[config.mk]
export PLATFORM = sky130hd
export DESIGN_NAME = next_pc_unit
export DESIGN_NICKNAME = d
export VERILOG_FILES = /design/src/rtl/cpu_pkg.sv /design/src/rtl/pc_target_calc.sv /design/src/rtl/next_pc_unit.sv
export SDC_FILE = /design/constraint.sdc
export NUM_CORES = 1
export LEC_CHECK = 0
export ABC_AREA = 1
export CAP_MARGIN = 20
export CORE_ASPECT_RATIO = 0.5
export CORE_MARGIN = 2
export CORE_UTILIZATION = 50
export DETAILED_ROUTE_END_ITERATION = 12
export PLACE_DENSITY_LB_ADDON = 0.2
export SLEW_MARGIN = 20
export SYNTH_ARGS = -nofsm -noshare
export SYNTH_HDL_FRONTEND = slang
export SYNTH_SLANG_ARGS = --single-unit
[constraint.sdc]
create_clock -name clk -period 2.2 [get_ports clk]
set_input_delay 0.55 -clock clk [delete_from_list [all_inputs] [get_ports clk]]
set_output_delay 0.55 -clock clk [all_outputs]
set_load 0.05 [all_outputs]
[src/rtl/cpu_pkg.sv]
// Shared CPU front-end definitions.
// Holds the redirect_mode encodings, the next-PC FSM state type and the
// width of the jump instruction index field.
package cpu_pkg;

  localparam logic [1:0] MODE_BRANCH = 2'd0;
  localparam logic [1:0] MODE_JUMP   = 2'd1;
  localparam logic [1:0] MODE_JREG   = 2'd2;
  localparam logic [1:0] MODE_RSVD   = 2'd3;

  localparam int INSTR_INDEX_W = 26;

  typedef enum logic {
    ST_RUN  = 1'b0,
    ST_HOLD = 1'b1
  } state_t;

endpackage

[src/rtl/pc_target_calc.sv]
// Combinational control-transfer target calculator.
// Ports:
//   mode       redirect kind (BRANCH / JUMP / JREG / reserved)
//   base       PC of the control instruction
//   instr      low 26 bits of the control instruction word
//   rs_value   register operand for JREG
//   target     computed target address (modulo 2^ADDR_W)
//   legal      mode is not the reserved encoding
//   misaligned JREG operand had non-zero low bits
module pc_target_calc
  import cpu_pkg::*;
#(
  parameter int ADDR_W = 32
) (
  input  logic [1:0]               mode,
  input  logic [ADDR_W-1:0]        base,
  input  logic [INSTR_INDEX_W-1:0] instr,
  input  logic [ADDR_W-1:0]        rs_value,
  output logic [ADDR_W-1:0]        target,
  output logic                     legal,
  output logic                     misaligned
);

  logic [ADDR_W-1:0] b4;
  logic [ADDR_W-1:0] br_off;
  logic [ADDR_W-1:0] br_tgt;
  logic [ADDR_W-1:0] j_tgt;
  logic [ADDR_W-1:0] jr_tgt;

  assign b4     = base + ADDR_W'(4);
  // 16-bit word offset, sign-extended and scaled to bytes in one concatenation
  assign br_off = {{(ADDR_W-18){instr[15]}}, instr[15:0], 2'b00};
  assign br_tgt = b4 + br_off;
  assign jr_tgt = {rs_value[ADDR_W-1:2], 2'b00};

  // At ADDR_W = 28 the index fills the whole address; no region bits remain
  generate
    if (ADDR_W > 28) begin : g_region
      assign j_tgt = {b4[ADDR_W-1:28], instr, 2'b00};
    end else begin : g_no_region
      assign j_tgt = {instr, 2'b00};
    end
  endgenerate

  always_comb begin
    target     = '0;
    legal      = 1'b1;
    misaligned = 1'b0;
    case (mode)
      MODE_BRANCH: target = br_tgt;
      MODE_JUMP:   target = j_tgt;
      MODE_JREG: begin
        target     = jr_tgt;
        misaligned = (rs_value[1:0] != 2'b00);
      end
      default:     legal = 1'b0;
    endcase
  end

endmodule

[src/rtl/next_pc_unit.sv]
// Program-counter register and next fetch address generator.
//
//   state   | meaning
//   --------+-----------------------------------------------------------
//   ST_RUN  | no target pending; pc advances sequentially or redirects
//   ST_HOLD | target_q valid; applied once unstalled (after the delay
//           | slot when DELAY_SLOT = 1)
//
// Ports:
//   clk, rst_n        clock, async active-low reset
//   stall             hold pc this cycle
//   redirect_valid    control transfer requested (mode/base/instr/rs_value)
//   pc, pc_plus4      current fetch address and its sequential successor
//   redirect_pending  a captured target waits to be applied
//   misaligned        one-cycle pulse, accepted JREG with rs_value[1:0] != 0
//   redirect_drop     one-cycle pulse, redirect ignored while one pending
module next_pc_unit
  import cpu_pkg::*;
#(
  parameter int                ADDR_W     = 32,
  parameter logic [ADDR_W-1:0] RESET_VEC  = '0,
  parameter bit                DELAY_SLOT = 1'b0
) (
  input  logic              clk,
  input  logic              rst_n,
  input  logic              stall,
  input  logic              redirect_valid,
  input  logic [1:0]        redirect_mode,
  input  logic [ADDR_W-1:0] redirect_base,
  input  logic [31:0]       instr,
  input  logic [ADDR_W-1:0] rs_value,
  output logic [ADDR_W-1:0] pc,
  output logic [ADDR_W-1:0] pc_plus4,
  output logic              redirect_pending,
  output logic              misaligned,
  output logic              redirect_drop
);

  state_t            state;
  logic              slot_done;
  logic [ADDR_W-1:0] target_q;
  logic [ADDR_W-1:0] calc_target;
  logic              calc_legal;
  logic              calc_mis;
  logic              accept;
  logic              unused_instr_hi;

  assign unused_instr_hi = ^instr[31:INSTR_INDEX_W];

  pc_target_calc #(
    .ADDR_W (ADDR_W)
  ) u_calc (
    .mode       (redirect_mode),
    .base       (redirect_base),
    .instr      (instr[INSTR_INDEX_W-1:0]),
    .rs_value   (rs_value),
    .target     (calc_target),
    .legal      (calc_legal),
    .misaligned (calc_mis)
  );

  // Reserved mode behaves as if no redirect was presented at all
  assign accept           = redirect_valid & calc_legal;
  assign pc_plus4         = pc + ADDR_W'(4);
  assign redirect_pending = (state == ST_HOLD);

  always_ff @(posedge clk or negedge rst_n) begin
    if (!rst_n) begin
      state         <= ST_RUN;
      pc            <= RESET_VEC;
      target_q      <= '0;
      slot_done     <= 1'b0;
      misaligned    <= 1'b0;
      redirect_drop <= 1'b0;
    end else begin
      misaligned    <= 1'b0;
      redirect_drop <= 1'b0;
      case (state)
        ST_RUN: begin
          if (accept) begin
            misaligned <= calc_mis;
            if (!DELAY_SLOT && !stall) begin
              pc <= calc_target;
            end else begin
              target_q  <= calc_target;
              state     <= ST_HOLD;
              // An unstalled accept with a delay slot fetches the slot now
              slot_done <= DELAY_SLOT && !stall;
              if (!stall) pc <= pc_plus4;
            end
          end else if (!stall) begin
            pc <= pc_plus4;
          end
        end
        ST_HOLD: begin
          redirect_drop <= accept;
          if (!stall) begin
            if (!DELAY_SLOT || slot_done) begin
              pc        <= target_q;
              state     <= ST_RUN;
              slot_done <= 1'b0;
            end else begin
              pc        <= pc_plus4;
              slot_done <= 1'b1;
            end
          end
        end
        default: state <= ST_RUN;
      endcase
    end
  end

endmodule

==> impl_metrics.yaml, run 1 <==
synth:
  synthCells: 1165
  yosys_warnings: 0
  ys_seq_area_share_pct: 23.46
  synth-edff-count: 0
  synth_ff_type: "dfrtp_1"
  synth.distinct_cells: 45
  synth_top_area_cell: "dfrtp_1"
  synthTopCellsByArea: "dfrtp_1 (23%), nand2_1 (20%), inv_1 (8.8%)"
  synth_seq_cells: 67
  syn_area_per_cell_um2: 6.134
  syn_area_mm2: 0.007146
  synth_top_area_share_pct: 23.46
  synth.net_count: 1303
  synthArstFlopShare_pct: 100.0
clock_network:
  ctsResizeCount: 455
  clock_tree.root_cell: "clkbuf_16"
  cts_num_sinks: 67
  cts_hold_buf: 0
  cts_max_level: 3
  cts_buffer_depth: 2
  post-cts-setup-buffer-count: 78
  cts-buffers-inserted: 9
run_status:
  tool.error: "[ERROR DPL-0038] Utilization greater than 100%, impossible to legalize"
  stop_stage: "clock tree synthesis (4_1_cts)"
  outcome: "stopped before the end"
floorplanning:
  initial_core_util_pct: 52.01
  die_h_um: 88.53
  die_w_um: 173.1
  io_pins: 169
  rows: 30
placed_design:
  placedCellCount: 1697
  dp_hpwl_um: 25300
  place.gp.congestion: 0.9882
  placed_cell_area_mm2: 0.01151
  numPortBuffers: 162
[cells in the mapped netlist (10+ instances only)]
cell type	count
clkbuf_1	16
inv_1	167
nand4_1	23
nor2_1	115
a22o_1	11
nand2_1	377
nor3_1	11
dfrtp_1	67
ha_1	35
xor2_1	32
o21ai_0	53
a21oi_1	77
mux2_2	10
nand3_1	74
xnor2_1	13
[cell families after synthesis]
group / count (synthesis) / share of synthesized area, %
AO/OA/AOI/OAI: 173 / 13.82
AND/OR/NAND/NOR: 634 / 38.05
XOR/XNOR: 47 / 5.971
flip-flops: 67 / 23.46
adder cells (fa/ha/maj): 36 / 6.409
multiplexers: 10 / 1.576
buffers and inverters: 198 / 10.72
[through the flow]
step           setup TNS (ns)  utilization, %  setup slack, ns  hold WS, ns
2_1_floorplan          -19.50               -          -0.6534       0.2544
3_3_place_gp           -77.74           83.76           -1.605       0.4855
3_5_place_dp           -86.16           83.76           -1.748       0.4922
==> run 2, diff against run 1 <==
Settings changed: CORE_ASPECT_RATIO 0.5 to not set, CORE_UTILIZATION 50 to 35, PLACE_DENSITY_LB_ADDON 0.2 to 0.15.
==> run 2 against run 1 <==
  * Synthesized cell count unchanged
  * The flow now finishes, with violations (negative setup slack)
  * Synthesized area unchanged
==> impl_metrics.yaml, run 2 <==
synth:
  synth_top_area_cell: "dfrtp_1"
  ys_seq_area_share_pct: 23.46
  ys_top_cells_by_count: "nand2_1 (377), inv_1 (167), nor2_1 (115)"
  yosys_warnings: 0
  syn_area_per_cell_um2: 6.134
  syn_area_mm2: 0.007146
  synth_top_area_share_pct: 23.46
  synthTopCellsByArea: "dfrtp_1 (23%), nand2_1 (20%), inv_1 (8.8%)"
  synth.net_count: 1303
  synthArstFlopShare_pct: 100.0
  synth_most_common_cell: "nand2_1"
  synth_ff_type: "dfrtp_1"
  synthCells: 1165
  synth-edff-count: 0
  synth.distinct_cells: 45
  synth_seq_cells: 67
global_routing:
  antenna_found_initial: 0
  gr-total-overflow: 0
  grt_pass1_wl_um: 47090
  grt_pass1_vias: 9188
  grt_max_degree: 46
  grt_usage_pct: 27.19
sta:
  setup-tns-final_ns: -33.35
  hold_violations: 0
  fmax_mhz: 348.1
  slew_viol_final: 0
  setup_viol: 81
  post-route-min-period_ns: 2.873
  setup_ws_ns: -0.6730
  rsz0062_at_grt: "yes"
  finClkSkew_ns: 0.006579
  maxSlewHeadroom_pct: 58.34
  max_slew.worst_pin.slew_ns: 0.6242
  final.period_utilization_pct: 130.6
placed_design:
  numPortBuffers: 162
  placed_cell_area_mm2: 0.01176
  placedCellCount: 1791
  place.gp.congestion: 0.9676
  dp_hpwl_um: 22470
worst_setup_path:
  crit_chain: "buf_8 -> inv_4 -> nor2_4 -> nand2_4 -> inv_2 -> nand4_1 -> nor3_2 -> buf_4 -> nand4_1 -> xor2_1 -> inv_1 -> ha_4 -> nand2_4 -> nor2_4 -> buf_4 -> nand2_2 -> nand2_2 -> a21oi_2 -> nand2_1 -> nand2_1 -> nand3_2 -> nand2_2 -> nand2_1 -> a21oi_1"
  cp_max_fo: 4
  critical_path_arrival_ns: 3.13
  critPathLaunchType: "primary input"
  endpoint_kind: "flip-flop"
  crit_slowest_cell: "ha_4"
  worst_ep_required_time_ns: 2.45
  cp_slowest_stage_delay_ns: 0.26
  critical_path_class: "in -> reg"
layout:
  drive_gt1_share_pct: 54.45
  fin_cells: 1912
  nets: 1775
  n_antenna_cell: 0
  reg.largest.list: "pc (32), target_q (32)"
  layout_commonest_cell: "buf_4"
  layout_common_cells: "buf_4 (282), nand2_1 (237), inv_1 (120), nand2_2 (96), clkdlybuf4s50_1 (75)"
  fin_util_pct: 74.34
  area_delta_synth_final_pct: 109.2
  final_cell_area_mm2: 0.01495
run_status:
  outcome: "complete, but fails checks"
  violations: "negative setup slack"
pwr:
  clkPwrFrac_pct: 18.4
  vdd_drop_max_mv: 0.8268
  p_per_area_mw_per_mm2: 585.7
  p_seq_share_pct: 19.5
  leakage_nw: 7.130
  p_switching_w: 0.003742
  swShare_pct: 42.75
  combPwrFrac_pct: 62.1
  p_int_w: 0.005012
  totalPowerFinal_w: 0.008754
floorplanning:
  initial_core_util_pct: 35.54
  rows: 52
  die_w_um: 146.9
  core_area_mm2: 0.02010
  die_h_um: 146.9
  io_pins: 169
  die_area_mm2: 0.02158
clock_network:
  clock_tree.root_cell: "clkbuf_16"
  cts_hold_buf: 0
  clk_latency_ns: 0.33
  clk_pin_slew_worst_paths_ns: 0.06
  cts_num_sinks: 67
  cts-buffers-inserted: 9
  cts_tree: "built"
  cts_buffer_depth: 2
  cts_max_level: 3
drt:
  viasPerCell: 5.041
  vias: 9639
  drcViolationCount: 0
  drt-total-wl_um: 31900
  drt-initial-drc-count: 428
  drtPass1Iterations: 6
  wl_per_cell_um: 16.68
  postRouteAntennaNets: 0
flow_run:
  maxCapViolCount: 0
hold_path:
  min_path_type: "in -> async"
[run 2: cell counts after synthesis]
Identical to the previous run, type by type.
[run 2: area by class of cell]
| class | instances | area [µm²] |
|---|---|---|
| clock buffers | 11 | 252.7 |
| clock inverters | 5 | 83.83 |
| fillers | 1426 | 5159 |
| inverters | 171 | 660.6 |
| multi-input cells | 901 | 7297 |
| flip-flops and latches | 67 | 1722 |
| well taps | 270 | 337.8 |
| repair buffers | 487 | 4592 |
[run 2: cell families (layout without fill, tap and decap cells)]
kind of cell | count (synthesis) | count (layout) | share of synthesized area [%]
simple gates | 634 | 635 | 38.05
buf+inv | 198 | 674 | 10.72
compound gates | 173 | 173 | 13.82
flops | 67 | 67 | 23.46
xor+xnor | 47 | 47 | 5.971
fa+ha+maj | 36 | 36 | 6.409
mux | 10 | 10 | 1.576
[run 2: metal layers]
layer / wire length, µm / track usage, %
met1: 13630 / 36.90
met2: 16100 / 46.24
met3: 1535 / 4.068
met4: 634 / 5.485
met5: 0 / 0
[run 2: power by group through the flow]
stage | Clock, W | Sequential (W) | Combinational (W)
2_1_floorplan | 0 | 0.00215 | 0.00182
3_3_place_gp | 0 | 0.00171 | 0.00420
3_5_place_dp | 0 | 0.00172 | 0.00422
4_1_cts | 0.00163 | 0.00170 | 0.00477
5_1_grt | 0.00169 | 0.00173 | 0.00574
6_report | 0.00161 | 0.00171 | 0.00544
[run 2: worst paths after layout]
check	from	to	slack [ns]	cells past startpoint
hold reg to reg	target_q[3]$_DFFE_PN0P_	target_q[3]$_DFFE_PN0P_	0.51	1
setup reg to reg	pc[3]$_DFFE_PN0P_	pc[11]$_DFFE_PN0P_	0.06	15
setup / recovery	redirect_base[2]	pc[29]$_DFFE_PN0P_	-0.67	24
max in group asynchronous	rst_n	pc[20]$_DFFE_PN0P_	1.37	2
hold / removal	rst_n	pc[2]$_DFFE_PN0P_	0.21	1
min in group clk	target_q[3]$_DFFE_PN0P_	target_q[3]$_DFFE_PN0P_	0.51	1
[run 2: critical path: cells and delay by family]
kind / cells / cell delay, ns
xor+xnor: 1 / 0.16
buf+inv: 6 / 0.54
fa+ha+maj: 1 / 0.26
simple gates: 14 / 1.32
compound gates: 2 / 0.27
[run 2: stage by stage]
| step | hold slack [ns] | worst slack (ns) |
|---|---|---|
| floorplan | 0.2544 | -0.6534 |
| global placement | 0.4894 | -1.671 |
| detailed placement | 0.4987 | -1.649 |
| CTS | 0.2066 | -0.5830 |
| global route | 0.2213 | -0.8589 |
| finish | 0.2058 | -0.6730 |
[run 2: repair_timing]
item                                    4_1_cts  5_1_grt
gates resized for setup                     350      249
endpoints found under the setup margin       86       84
pin swaps                                   186      144
buffers inserted                             60       58
cloned                                        0        1
Note: power is estimated with default switching activity, not from simulation.
==> run 3, diff against run 2 <==
Settings changed: CORE_UTILIZATION 35 to 40.
==> run 3 against run 2 <==
  * The run still ends with negative setup slack left
  * Final area shrank 2.3%
  * Flip-flop and latch count is the same
  * Global-route usage up 5.9 points
  * Register-to-register slack lost 0.08 ns
  * Combinational power increased by 0.7%
  * Sequential power increased by 2%
  * Critical path type unchanged
  * Critical endpoint is now pc[24]$_DFFE_PN0P_
  * Largest power group unchanged
==> impl_metrics.yaml, run 3 (synthesis gave the netlist of run 2 again) <==
sta:
  setup-tns-final_ns: -41.51
  post-route-min-period_ns: 3.026
  maxSlewHeadroom_pct: 57.91
  hold_violations: 0
  finClkSkew_ns: 0.01239
  rsz0062_at_grt: "yes"
  fmax_mhz: 330.5
  final.period_utilization_pct: 137.6
  setup_ws_ns: -0.8262
  max_slew.worst_pin.slew_ns: 0.6307
  slew_viol_final: 0
  setup_viol: 88
run_status:
  violations: "negative setup slack"
  outcome: "complete, but fails checks"
layout:
  nFillCells: 965
  layout_commonest_cell: "buf_4"
  reg.largest.list: "pc (32), target_q (32)"
  drive_gt1_share_pct: 53.99
  layout_common_cells: "buf_4 (268), nand2_1 (231), inv_1 (122), nand2_2 (95), clkdlybuf4s50_1 (76)"
  area_delta_synth_final_pct: 104.4
  nets: 1750
  final_cell_area_mm2: 0.01460
  n_antenna_cell: 0
floorplanning:
  initial_core_util_pct: 41.17
  die_w_um: 137.7
  io_pins: 169
  die_h_um: 137.7
  die_area_mm2: 0.01895
  rows: 48
  core_area_mm2: 0.01736
worst_setup_path:
  critPathLaunchType: "primary input"
  critical_path_class: "in -> reg"
  path_buf_inv: 5
  cp_max_fo: 4
  cpMostUsedCell: "a21oi_2"
  critical_path_arrival_ns: 3.30
  crit_chain: "buf_8 -> inv_4 -> nor2_4 -> nand2_4 -> inv_2 -> nand4_1 -> nor3_4 -> buf_4 -> nand2_4 -> xnor2_4 -> ha_4 -> a21oi_2 -> buf_4 -> o21ai_2 -> a21oi_2 -> nand3_1 -> nand2_1 -> nand3_2 -> nand2_2 -> nand2_1 -> a21oi_2"
  worst_ep_required_time_ns: 2.47
  cp_slowest_stage_delay_ns: 0.29
  crit_slowest_cell: "nor3_4"
  endpoint_kind: "flip-flop"
  path_delay_family: "simple AND/OR/NAND/NOR gates"
placed_design:
  placed_cell_area_mm2: 0.01151
  dp_hpwl_um: 21840
  place.gp.congestion: 0.9817
  numPortBuffers: 162
pwr:
  vdd_drop_max_mv: 0.8008
  p_per_area_mw_per_mm2: 596.6
  leakage_nw: 6.976
clock_network:
  clk_latency_ns: 0.35
  cts-buffers-inserted: 9
  cts_max_level: 3
  cts_tree: "built"
  cts_buffer_depth: 2
  cts_hold_buf: 0
  clk_pin_slew_worst_paths_ns: 0.07
  clock_tree.root_cell: "clkbuf_16"
  cts_num_sinks: 67
drt:
  drt-total-wl_um: 36180
  vias: 10237
  drt-initial-drc-count: 1004
  viasPerCell: 5.558
  drcViolationCount: 0
  postRouteAntennaNets: 0
  drtPass1Iterations: 6
  wl_per_cell_um: 19.64
global_routing:
  gr-usage-met1_pct: 42.95
  grt_max_degree: 68
  grt_usage_pct: 33.11
  grt_use_met2_pct: 57.13
  grt_pass1_wl_um: 48400
  top_usage_layer: "met2"
  grt_pass1_vias: 9375
  gr-total-overflow: 0
  use_met3_pct: 3.937
  antenna_found_initial: 0
flow_run:
  maxCapViolCount: 0
hold_path:
  min_path_type: "in -> async"
run 3: cell count changes in the layout (fill, tap and decap cells not counted), sizes merged:
cell and delta:
clkdlybuf4s50 +1, buf -23, clkdlybuf4s15 -2, clkinv +3
dlygate4sd2 -3, bufinv -1
run 3: what timing repair did:
item                       CTS  global route
setup buffers               64            54
pin swaps                  183           177
resized for setup          344           258
cloned                       1             0
setup endpoints to repair   86            86
run 3: path summary, 6_finish.rpt:
check / slack, ns / cells past startpoint / end / start
hold / removal: 0.21 / 2 / pc[2]$_DFFE_PN0P_ / rst_n
setup / recovery: -0.83 / 21 / pc[24]$_DFFE_PN0P_ / redirect_base[2]
hold reg to reg: 0.52 / 2 / target_q[17]$_DFFE_PN0P_ / target_q[17]$_DFFE_PN0P_
setup reg to reg: -0.02 / 12 / pc[20]$_DFFE_PN0P_ / pc[8]$_DFFE_PN0P_
max in group asynchronous: 1.64 / 2 / pc[17]$_DFFE_PN0P_ / rst_n
min in group clk: 0.52 / 2 / target_q[17]$_DFFE_PN0P_ / target_q[17]$_DFFE_PN0P_
run 3: worst register-to-register path, stage by stage (launching register included):
cell      delay [ns]
dfrtp_2         0.47
nand2_1         0.08
nor2_1          0.22
buf_4           0.18
nand3b_4        0.11
nor2_4          0.14
buf_6           0.13
xor2_4          0.07
buf_4           0.13
buf_4           0.12
buf_4           0.12
a21oi_1         0.24
a21oi_2         0.09
run 3: metrics by stage:
stage	hold slack (ns)	cells	utilization, %	total power (W)	setup WS [ns]
finish	0.2054	1842	84.14	0.008713	-0.8262
detailed placement	0.4956	1722	66.31	0.005855	-1.693
global placement	0.4887	1722	66.31	0.005817	-1.675
CTS	0.2274	1800	76.86	0.007913	-0.6188
global route	0.2395	1842	84.14	0.009033	-0.9685
floorplan	0.2544	1165	-	0.003968	-0.6534
run 3: layout make-up:
class	count	area (µm²)	area share [%]
Tap cell	225	281.5	1.928
Clock buffer	9	225.2	1.542
Timing Repair Buffer	462	4358	29.84
Inverter	171	660.6	4.524
Multi-Input combinational cell	901	7281	49.85
Clock inverter	7	76.32	0.5226
Sequential cell	67	1722	11.79
run 3: where the power goes:
part / switching, W / internal [W]
Clock: 0.000604 / 0.000883
Sequential: 0.000249 / 0.00150
Combinational: 0.00309 / 0.00239
run 3: layer usage:
metal / share of wire, % / vias up
met3: 7.3 / 171
met4: 5.2 / 0
met5: 0 / -
met2: 49 / 629
met1: 39 / 4798
li1: - / 4639
